`config.mk`:
```
export PLATFORM = sky130hd
export DESIGN_NAME = dual_port_ram_flat
export DESIGN_NICKNAME = d
export VERILOG_FILES = /design/src/rtl/dual_port_ram_if.sv /design/src/rtl/dual_port_ram.sv /design/src/flat_wrapper.sv
export SDC_FILE = /design/constraint.sdc
export NUM_CORES = 1
export LEC_CHECK = 0
export CAP_MARGIN = 10
export CORE_ASPECT_RATIO = 2
export CORE_MARGIN = 2
export CORE_UTILIZATION = 49
export DETAILED_ROUTE_END_ITERATION = 10
export PLACE_DENSITY = 0.66
export SLEW_MARGIN = 5
export SYNTH_ARGS = -nofsm -noshare
export SYNTH_HDL_FRONTEND = slang
export SYNTH_SLANG_ARGS = --single-unit
```
`constraint.sdc`:
```
create_clock -name clk -period 2.7 [get_ports clk]
set_clock_uncertainty 0.2 [all_clocks]
set_input_delay 0.27 -clock clk [delete_from_list [all_inputs] [get_ports clk]]
set_output_delay 0.27 -clock clk [all_outputs]
set_load 0.02 [all_outputs]
```
`src/rtl/dual_port_ram_if.sv`:
```
// Request/response bundle for dual_port_ram: one write port, one read port,
// read-data return and clear status.
interface dual_port_ram_if #(
  parameter int DEPTH = 16,
  parameter int WIDTH = 32
);
  localparam int AW = $clog2(DEPTH);
  localparam int NB = WIDTH / 8;

  logic             wr_en;
  logic [AW-1:0]    wr_addr;
  logic [NB-1:0]    wr_be;
  logic [WIDTH-1:0] wr_data;
  logic             rd_en;
  logic [AW-1:0]    rd_addr;
  logic [WIDTH-1:0] rd_data;
  logic             rd_valid;
  logic             init_busy;

  modport master (
    output wr_en, wr_addr, wr_be, wr_data, rd_en, rd_addr,
    input  rd_data, rd_valid, init_busy
  );

  modport slave (
    input  wr_en, wr_addr, wr_be, wr_data, rd_en, rd_addr,
    output rd_data, rd_valid, init_busy
  );
endinterface

```
`src/rtl/dual_port_ram.sv`:
```
// Simple dual-port RAM with byte-enabled writes, 1- or 2-cycle registered reads,
// selectable same-address collision behaviour and a self-clearing init sequence.
module dual_port_ram #(
  parameter int DEPTH    = 16,
  parameter int WIDTH    = 32,
  parameter int RD_LAT   = 1,
  parameter int WR_FIRST = 0
) (
  input  logic           clk,
  input  logic           rst_n,
  dual_port_ram_if.slave io_bus
);

  localparam int AW = $clog2(DEPTH);
  localparam int NB = WIDTH / 8;

  localparam logic [AW:0]   DEPTH_W   = (AW + 1)'(DEPTH);
  localparam logic [AW-1:0] LAST_ADDR = AW'(DEPTH - 1);

  localparam logic [0:0] S_CLEAR = 1'b0;
  localparam logic [0:0] S_READY = 1'b1;

  if (RD_LAT != 1 && RD_LAT != 2) begin : g_bad_rd_lat
    $error("dual_port_ram: RD_LAT must be 1 or 2");
  end
  if (WIDTH % 8 != 0 || WIDTH < 8) begin : g_bad_width
    $error("dual_port_ram: WIDTH must be a non-zero multiple of 8");
  end
  if (DEPTH < 2) begin : g_bad_depth
    $error("dual_port_ram: DEPTH must be at least 2");
  end

  logic [0:0]       r_state;
  logic [AW-1:0]    r_clr_cnt;
  logic [WIDTH-1:0] r_mem [DEPTH];
  logic [WIDTH-1:0] r_rd_data;
  logic             r_rd_valid;

  logic             w_ready;
  logic             w_wr_ok;
  logic             w_rd_fire;
  logic             w_rd_in_range;
  logic             w_collide;
  logic [WIDTH-1:0] w_merged;
  logic [WIDTH-1:0] w_rd_word;
  logic             w_out_valid;
  logic [WIDTH-1:0] w_out_data;

  // Clear sequencer: walks every address once after reset, then parks in READY.
  always_ff @(posedge clk or negedge rst_n) begin
    if (!rst_n) begin
      r_state   <= S_CLEAR;
      r_clr_cnt <= '0;
    end else if (r_state == S_CLEAR) begin
      if (r_clr_cnt == LAST_ADDR) begin
        r_state <= S_READY;
      end else begin
        r_clr_cnt <= r_clr_cnt + AW'(1);
      end
    end
  end

  assign w_ready       = (r_state == S_READY);
  assign w_wr_ok       = w_ready && io_bus.wr_en && ({1'b0, io_bus.wr_addr} < DEPTH_W);
  assign w_rd_fire     = w_ready && io_bus.rd_en;
  assign w_rd_in_range = ({1'b0, io_bus.rd_addr} < DEPTH_W);
  assign w_collide     = w_wr_ok && w_rd_fire && w_rd_in_range &&
                         (io_bus.wr_addr == io_bus.rd_addr);

  // NOTE: every signal assigned in always_comb gets a default first, so no path leaves it unassigned and no latch is inferred.
  always_comb begin
    w_merged = r_mem[io_bus.wr_addr];
    for (int b = 0; b < NB; b++) begin
      if (io_bus.wr_be[b]) begin
        w_merged[8*b +: 8] = io_bus.wr_data[8*b +: 8];
      end
    end
  end

  always_comb begin
    w_rd_word = '0;
    if (w_rd_in_range) begin
      w_rd_word = (WR_FIRST != 0 && w_collide) ? w_merged : r_mem[io_bus.rd_addr];
    end
  end

  // NOTE: the array has no reset branch; a reset would turn it into flops, so zeroing is done by the clear sequencer instead.
  always_ff @(posedge clk) begin
    if (!w_ready) begin
      r_mem[r_clr_cnt] <= '0;
    end else if (w_wr_ok) begin
      r_mem[io_bus.wr_addr] <= w_merged;
    end
  end

  if (RD_LAT == 2) begin : g_lat2
    logic             r_p1_valid;
    logic [WIDTH-1:0] r_p1_data;

    // The word is captured when the read is sampled, so later writes cannot disturb it.
    always_ff @(posedge clk or negedge rst_n) begin
      if (!rst_n) begin
        r_p1_valid <= 1'b0;
        r_p1_data  <= '0;
      end else begin
        r_p1_valid <= w_rd_fire;
        if (w_rd_fire) begin
          r_p1_data <= w_rd_word;
        end
      end
    end

    assign w_out_valid = r_p1_valid;
    assign w_out_data  = r_p1_data;
  end else begin : g_lat1
    assign w_out_valid = w_rd_fire;
    assign w_out_data  = w_rd_word;
  end

  // NOTE: sequential state uses non-blocking assignments so all flops update from pre-edge values.
  always_ff @(posedge clk or negedge rst_n) begin
    if (!rst_n) begin
      r_rd_valid <= 1'b0;
      r_rd_data  <= '0;
    end else begin
      r_rd_valid <= w_out_valid;
      if (w_out_valid) begin
        r_rd_data <= w_out_data;
      end
    end
  end

  assign io_bus.rd_data   = r_rd_data;
  assign io_bus.rd_valid  = r_rd_valid;
  assign io_bus.init_busy = (r_state == S_CLEAR);

endmodule

```
`src/flat_wrapper.sv`:
```
// flat-port wrapper written by rule: the top's interface ports become plain ports
module dual_port_ram_flat 
#(
  parameter int DEPTH    = 16,
  parameter int WIDTH    = 32,
  parameter int RD_LAT   = 1,
  parameter int WR_FIRST = 0
)
  (clk, rst_n, io_bus_wr_en, io_bus_wr_addr, io_bus_wr_be, io_bus_wr_data, io_bus_rd_en, io_bus_rd_addr, io_bus_rd_data, io_bus_rd_valid, io_bus_init_busy);
  dual_port_ram_if #(.DEPTH(DEPTH), .WIDTH(WIDTH)) io_bus_i ();
  input  logic clk;
  input  logic rst_n;
  input wire logic [$bits(io_bus_i.wr_en)-1:0] io_bus_wr_en;
  input wire logic [$bits(io_bus_i.wr_addr)-1:0] io_bus_wr_addr;
  input wire logic [$bits(io_bus_i.wr_be)-1:0] io_bus_wr_be;
  input wire logic [$bits(io_bus_i.wr_data)-1:0] io_bus_wr_data;
  input wire logic [$bits(io_bus_i.rd_en)-1:0] io_bus_rd_en;
  input wire logic [$bits(io_bus_i.rd_addr)-1:0] io_bus_rd_addr;
  output wire logic [$bits(io_bus_i.rd_data)-1:0] io_bus_rd_data;
  output wire logic [$bits(io_bus_i.rd_valid)-1:0] io_bus_rd_valid;
  output wire logic [$bits(io_bus_i.init_busy)-1:0] io_bus_init_busy;
  assign io_bus_i.wr_en = io_bus_wr_en;
  assign io_bus_i.wr_addr = io_bus_wr_addr;
  assign io_bus_i.wr_be = io_bus_wr_be;
  assign io_bus_i.wr_data = io_bus_wr_data;
  assign io_bus_i.rd_en = io_bus_rd_en;
  assign io_bus_i.rd_addr = io_bus_rd_addr;
  assign io_bus_rd_data = io_bus_i.rd_data;
  assign io_bus_rd_valid = io_bus_i.rd_valid;
  assign io_bus_init_busy = io_bus_i.init_busy;
  dual_port_ram #(.DEPTH(DEPTH), .WIDTH(WIDTH), .RD_LAT(RD_LAT), .WR_FIRST(WR_FIRST)) u_core (.clk(clk), .rst_n(rst_n), .io_bus(io_bus_i));
endmodule
```
==> results.py, run 1 <==
metrics = {
    "floorplanning": {
        "placementRows": 109,
        "io_pins": 82,
        "start_util_pct": 49.56,
        "die_h_microns": 302.5,
        "fp.coreArea_sq_um": 44050,
        "die-area_sq_um": 46360,
        "die_w_microns": 153.3,
    },
    "cells_and_area": {
        "area_growth_pct": 16.17,
        "layout.nets": 1539,
        "final_util_pct": 57.57,
        "stdcell_count": 2079,
        "drive_above_1_share_pct": 11.94,
        "n_antenna_cell": 0,
    },
    "place": {
        "place.port_buffers": 81,
        "dp_hpwl_microns": 34350,
        "dp_cells": 1999,
        "gp_congestion": 0.8178,
    },
    "worst_setup_path": {
        "crit_path_cell_trace": "nand2_1, nor2_4, buf_4, mux2i_4, nor3_1, buf_4",
        "rrSetupSlack_ns": 0.24,
        "arrival_ns": 2.57,
        "worstPathRequired_ns": 2.82,
        "path_common_cell": "buf_4",
        "crit_path_end_kind": "register",
        "crit_buf_inv": 2,
        "start_kind": "register",
        "critPathMaxStageDelay_ns": 0.80,
        "cp_slowest_cell": "mux2i_4",
        "path_max_fanout": 16,
        "criticalPathCategory": "register to register",
        "critPathTopFamily": "multiplexers",
    },
    "sta": {
        "period_share_pct": 91.09,
        "slew_headroom_pct": 22.62,
        "rsz0062_at_grt": "no",
        "setup_violations": 0,
        "finalHoldViolCount": 0,
        "max_freq_ghz": 0.4066,
        "tightest_slew_ns": 1.136,
        "period_needed_ns": 2.459,
        "final_max_slew_viol_count": 0,
    },
    "yosys": {
        "synth_adder_area_share_pct": 0.05731,
        "synth_top_area_share_pct": 70.43,
        "ys_async_sr_fraction_pct": 6.909,
        "avgSynthCellArea_sq_um": 16.26,
        "synth_area_leader_cell": "edfxtp_1",
        "synth.net_count": 1392,
        "synth_warnings": 0,
        "synthMuxAreaShare_pct": 12.47,
        "synthXorXnorAreaFrac_pct": 0.1204,
        "ys.flop_type": "edfxtp_1",
        "ys_top_cells_by_count": "512 x edfxtp_1, 257 x mux2i_1, 117 x nand2_1",
        "yosysMostFrequentCell": "edfxtp_1",
        "synthDistinctLibCells": 29,
        "synthSimpleGateAreaFrac_pct": 7.370,
        "synthCells": 1343,
        "synth_top_family_by_area": "multiplexers",
        "synth_edf_count": 512,
        "synth-seq-cells": 550,
        "yosys-top-cells-area": "edfxtp_1 70%, mux2i_1 12%, dfrtp_1 4.4%, a22oi_1 2.5%, nand2_1 2.0%",
        "synth_compound_area_share_pct": 3.364,
        "netlist_area_sq_um": 21830,
        "yosysSeqAreaShare_pct": 74.78,
    },
    "status": {
        "status": "complete, no violations",
    },
    "worst_hold_path": {
        "hp-class": "input pin to asynchronous set/reset pin",
    },
    "routing": {
        "drt_iter0_drc": 915,
        "wl_microns": 53290,
        "ant_nets": 0,
        "vias": 12040,
        "viasPerCell": 5.792,
        "wire_per_inst_microns": 25.63,
        "dr.pass1.iters": 5,
        "drc": 0,
    },
    "power_and_ir_drop": {
        "finalPower_mw": 17.20,
        "p_leak_nw": 9.648,
        "irDropWorstVdd_mv": 0.4597,
        "p_per_area_nw_per_um2": 678.2,
    },
    "clock_tree": {
        "cts-root-buf": "clkbuf_16",
        "numCtsBuffers": 43,
        "htreeDepth": 2,
        "cts_resized": 0,
        "cts.sinks": 550,
        "clkTransAtPathRegs_ns": 0.07,
        "insertion_delay_ns": 0.56,
        "cts_buffer_depth": 3,
        "cts_tree": "done",
    },
    "job": {
        "maxCapViolCount": 0,
    },
    "grt": {
        "grt_pass1_wl_microns": 78400,
        "antenna_found_initial": 1,
        "grt_max_degree": 65,
        "grt_pass1_vias": 12650,
        "grt_usage_pct": 23.07,
        "overflow": 0,
    },
}
[what timing repair did]
| action | CTS | global route |
|---|---|---|
| hold endpoints to repair | 38 | 0 |
| hold buffers | 1 | 0 |
| buffers inserted | 0 | 0 |
[path summary, 6_finish.rpt]
path | start | to | depth (start not counted)
min reg2reg | u_core.io_bus.rd_data[26]$_DFFE_PN0P_ | u_core.io_bus.rd_data[26]$_DFFE_PN0P_ | 2
max reg2reg | u_core.r_state$_DFF_PN0_ | u_core.r_mem[9][8]$_DFFE_PP_ | 6
min | rst_n | u_core.io_bus.rd_data[21]$_DFFE_PN0P_ | 3
max | u_core.r_state$_DFF_PN0_ | u_core.r_mem[9][8]$_DFFE_PP_ | 6
min in group clk | io_bus_rd_addr[1] | u_core.io_bus.rd_data[29]$_DFFE_PN0P_ | 5
max in group asynchronous | rst_n | u_core.io_bus.rd_data[14]$_DFFE_PN0P_ | 3
[through the flow]
stage / area [sq um] / hold WS (ns) / setup slack, ns / setup TNS (ns)
after global routing: 25360 / 0.06285 / 0.1358 / 0
after detailed placement: 23930 / 0.09196 / -0.2488 / -65.58
after global placement: 23930 / 0.09478 / -0.1923 / -50.10
after floorplan: 21830 / -0.2256 / 0.2859 / 0
after CTS: 25360 / 0.03361 / 0.2574 / 0
final: 25360 / 0.04340 / 0.2406 / 0
[worst min-delay path: stages]
cell and delay (ns):
dlygate4sd3_1 0.52, buf_2 0.12, buf_12 0.27
[registers in the layout (all words and copies together) (netlist names)]
name                    count
u_core.r_mem              512
u_core.io_bus.rd_data      32
u_core.r_clr_cnt            4
u_core.io_bus.rd_valid      1
u_core.r_state              1
[routing by layer]
| layer | vias up | routed length (microns) | GRT usage (%) |
|---|---|---|---|
| li1 | 5468 | - | - |
| met1 | 6127 | 19130 | 25.25 |
| met2 | 327 | 29860 | 44.63 |
| met3 | 120 | 1849 | 2.300 |
| met4 | 0 | 2449 | 10.43 |
| met5 | - | 0 | 0 |
[power breakdown]
| group | internal [mW] | switching [mW] | total, mW |
|---|---|---|---|
| Combinational | 0.472 | 0.804 | 1.28 |
| Clock | 3.58 | 2.87 | 6.44 |
| Sequential | 9.42 | 0.0578 | 9.48 |
[final cells by class]
type                            instances  area [sq um]
Inverter                                3         11.26
Multi-Input combinational cell        709          5139
Fill cell                            3357         18690
Timing Repair Buffer                  183          1767
Sequential cell                       550         16330
Clock buffer                           57          1181
Clock inverter                         22         244.0
Tap cell                              555         694.4
[cell usage in the layout, fill, tap and decap left out, types with 2 or more instances in the layout]
cell type,instances
inv_1,3
and2_1,32
dfrtp_1,38
bufinv_16,5
xnor2_1,2
buf_4,86
clkinvlp_4,5
mux2i_1,257
clkdlybuf4s50_1,79
edfxtp_1,512
clkinv_2,5
clkbuf_16,45
mux2i_4,5
nor2_4,3
clkbuf_1,11
clkinv_1,6
nand2_1,116
mux2_2,2
buf_12,15
a21oi_1,36
nand3_1,74
nor3_1,63
nand4_1,24
nor2b_4,2
a22oi_1,73
nor2_1,4
nor2b_1,8
[kinds of logic (layout without fill, tap and decap cells)]
group                      count (synthesis)  count (layout)
xor gates and xnor gates                   3               3
and+or+nand+nor                          330             330
AOI/OAI and AO/OA                        110             110
muxes                                    265             265
buffers and inverters                     84             265
adders and majority gates                  1               1
DFF                                      550             550
(Power assumes the default switching activity.)
==> run 2: changes to the inputs <==
Settings changed: CORE_UTILIZATION 49 to 38, PLACE_DENSITY 0.66 to not set.
==> run 2 against run 1 <==
Compared with the run above: sequential share of layout area shrank 1.4 points; non-clock buffer count is 16 higher; highest routed layer unchanged; largest power group unchanged; global-route usage fell by 5.1 points.
==> results.py, run 2 (same netlist as run 1, synthesis figures left out) <==
metrics = {
    "sta": {
        "rsz0062_at_grt": "no",
        "period_share_pct": 91.58,
        "max_freq_ghz": 0.4044,
        "tightest_slew_ns": 1.016,
        "period_needed_ns": 2.473,
        "setup_violations": 0,
        "slew_headroom_pct": 30.82,
        "final_max_slew_viol_count": 0,
        "finalHoldViolCount": 0,
    },
    "grt": {
        "grt_util_met2_pct": 34.83,
        "grt_usage_pct": 17.97,
        "met3_usage_pct": 2.294,
        "busiest_layer": "met2",
        "grt_pass1_wl_microns": 78840,
        "grt_pass1_vias": 12550,
        "grt_max_degree": 53,
        "grt_use_met1_pct": 19.94,
        "antenna_found_initial": 0,
        "overflow": 0,
    },
    "routing": {
        "drc": 0,
        "viasPerCell": 5.172,
        "wl_microns": 53150,
        "vias": 11880,
        "dr.pass1.iters": 5,
        "wire_per_inst_microns": 23.14,
        "drt_iter0_drc": 775,
        "ant_nets": 0,
    },
    "worst_setup_path": {
        "crit_path_cell_trace": "nand2_1, nor2_4, buf_12, mux2i_4, nor3_1, buf_4",
        "critPathMaxStageDelay_ns": 0.76,
        "criticalPathCategory": "register to register",
        "r2r_cells": 6,
        "cp_slowest_cell": "mux2i_4",
        "path_max_fanout": 16,
        "start_kind": "register",
        "crit_buf_inv": 2,
        "crit_cells": 6,
        "critPathTopFamily": "multiplexers",
        "worstPathRequired_ns": 2.83,
        "arrival_ns": 2.60,
        "crit_path_end_kind": "register",
    },
    "clock_tree": {
        "numCtsBuffers": 44,
        "cts.sinks": 550,
        "cts_tree": "done",
        "htreeDepth": 2,
        "cts_buffer_depth": 3,
        "cts-root-buf": "clkbuf_16",
        "insertion_delay_ns": 0.57,
        "post_cts_buffers": 0,
        "clkTransAtPathRegs_ns": 0.07,
    },
    "cells_and_area": {
        "top_register": "u_core.r_mem",
        "drive_above_1_share_pct": 13.17,
        "area_growth_pct": 18.75,
        "n_antenna_cell": 0,
        "layout_common_cells": "512 x edfxtp_1, 257 x mux2i_1, 116 x nand2_1",
        "layout_commonest_cell": "edfxtp_1",
        "fin_area_sq_um": 25920,
        "final_util_pct": 45.53,
        "layout.nets": 1556,
        "fillers": 4946,
        "largest_register_ffs": 512,
    },
    "place": {
        "dp_hpwl_microns": 34970,
        "gp_congestion": 0.7750,
        "dpl_cell_area_sq_um": 24390,
        "place.port_buffers": 81,
    },
    "floorplanning": {
        "placementRows": 124,
        "die_h_microns": 343.0,
        "fp.coreArea_sq_um": 56940,
        "start_util_pct": 38.34,
        "die_w_microns": 173.5,
        "die-area_sq_um": 59500,
        "io_pins": 82,
    },
    "power_and_ir_drop": {
        "finalPower_mw": 17.58,
        "p_leak_nw": 9.833,
        "p_per_area_nw_per_um2": 678.3,
        "irDropWorstVdd_mv": 0.3988,
    },
    "worst_hold_path": {
        "whs_path_depth": 5,
        "hp-class": "input pin to register",
    },
    "status": {
        "status": "complete, no violations",
    },
    "job": {
        "maxCapViolCount": 0,
    },
}
run 2: stage by stage:
step                std cells  setup slack [ns]  hold WS (ns)  TNS [ns]
global route             2297            0.1403        0.1146         0
CTS                      2297            0.2357       0.08436         0
detailed placement       2216           -0.1778        0.2301    -43.06
floorplan                1343            0.2859       -0.2256         0
global placement         2216           -0.1682        0.2176    -33.53
finish                   2297            0.2273       0.09787         0
run 2: power breakdown:
group / internal, mW / switching, mW / total, mW / leakage (nW)
Sequential: 9.42 / 0.0505 / 9.47 / 5.75
Clock: 3.89 / 2.92 / 6.82 / 0.748
Combinational: 0.492 / 0.803 / 1.29 / 3.33
run 2: repair_timing:
item	in CTS	in global routing
endpoints found under the setup margin	0	0
endpoints found under the hold margin	23	0
hold buffers	1	0
resized for setup	0	0
run 2: layout make-up:
cell class	count	area, sq um	area share [%]
multi-input cells	709	5144	19.84
inverters	3	11.26	0.04344
well taps	756	945.9	3.649
repair buffers	199	1974	7.616
clock inverters	23	291.5	1.125
flip-flops and latches	550	16330	62.98
clock buffers	57	1231	4.749
run 2: routing by layer:
metal	routed length (microns)	vias up
met4	1645	0
met3	1897	85
met1	19960	6011
li1	-	5510
met5	0	-
met2	29650	274
run 2: final timing paths:
check / start / end / slack, ns
max: u_core.r_state$_DFF_PN0_ / u_core.r_mem[0][3]$_DFFE_PP_ / 0.23
min: io_bus_rd_addr[1] / u_core.io_bus.rd_data[5]$_DFFE_PN0P_ / 0.1
max reg2reg: u_core.r_state$_DFF_PN0_ / u_core.r_mem[0][3]$_DFFE_PP_ / 0.23
min reg2reg: u_core.io_bus.rd_data[11]$_DFFE_PN0P_ / u_core.io_bus.rd_data[11]$_DFFE_PN0P_ / 0.28
max in group asynchronous: rst_n / u_core.io_bus.rd_data[24]$_DFFE_PN0P_ / 1.35
min in group asynchronous: rst_n / u_core.io_bus.rd_data[7]$_DFFE_PN0P_ / 0.16
run 2: worst min-delay path, stage by stage:
cell and delay [ns]:
buf_8 0.18, mux2i_1 0.15, nand2_1 0.07, nand3_1 0.06, nand3_1 0.08
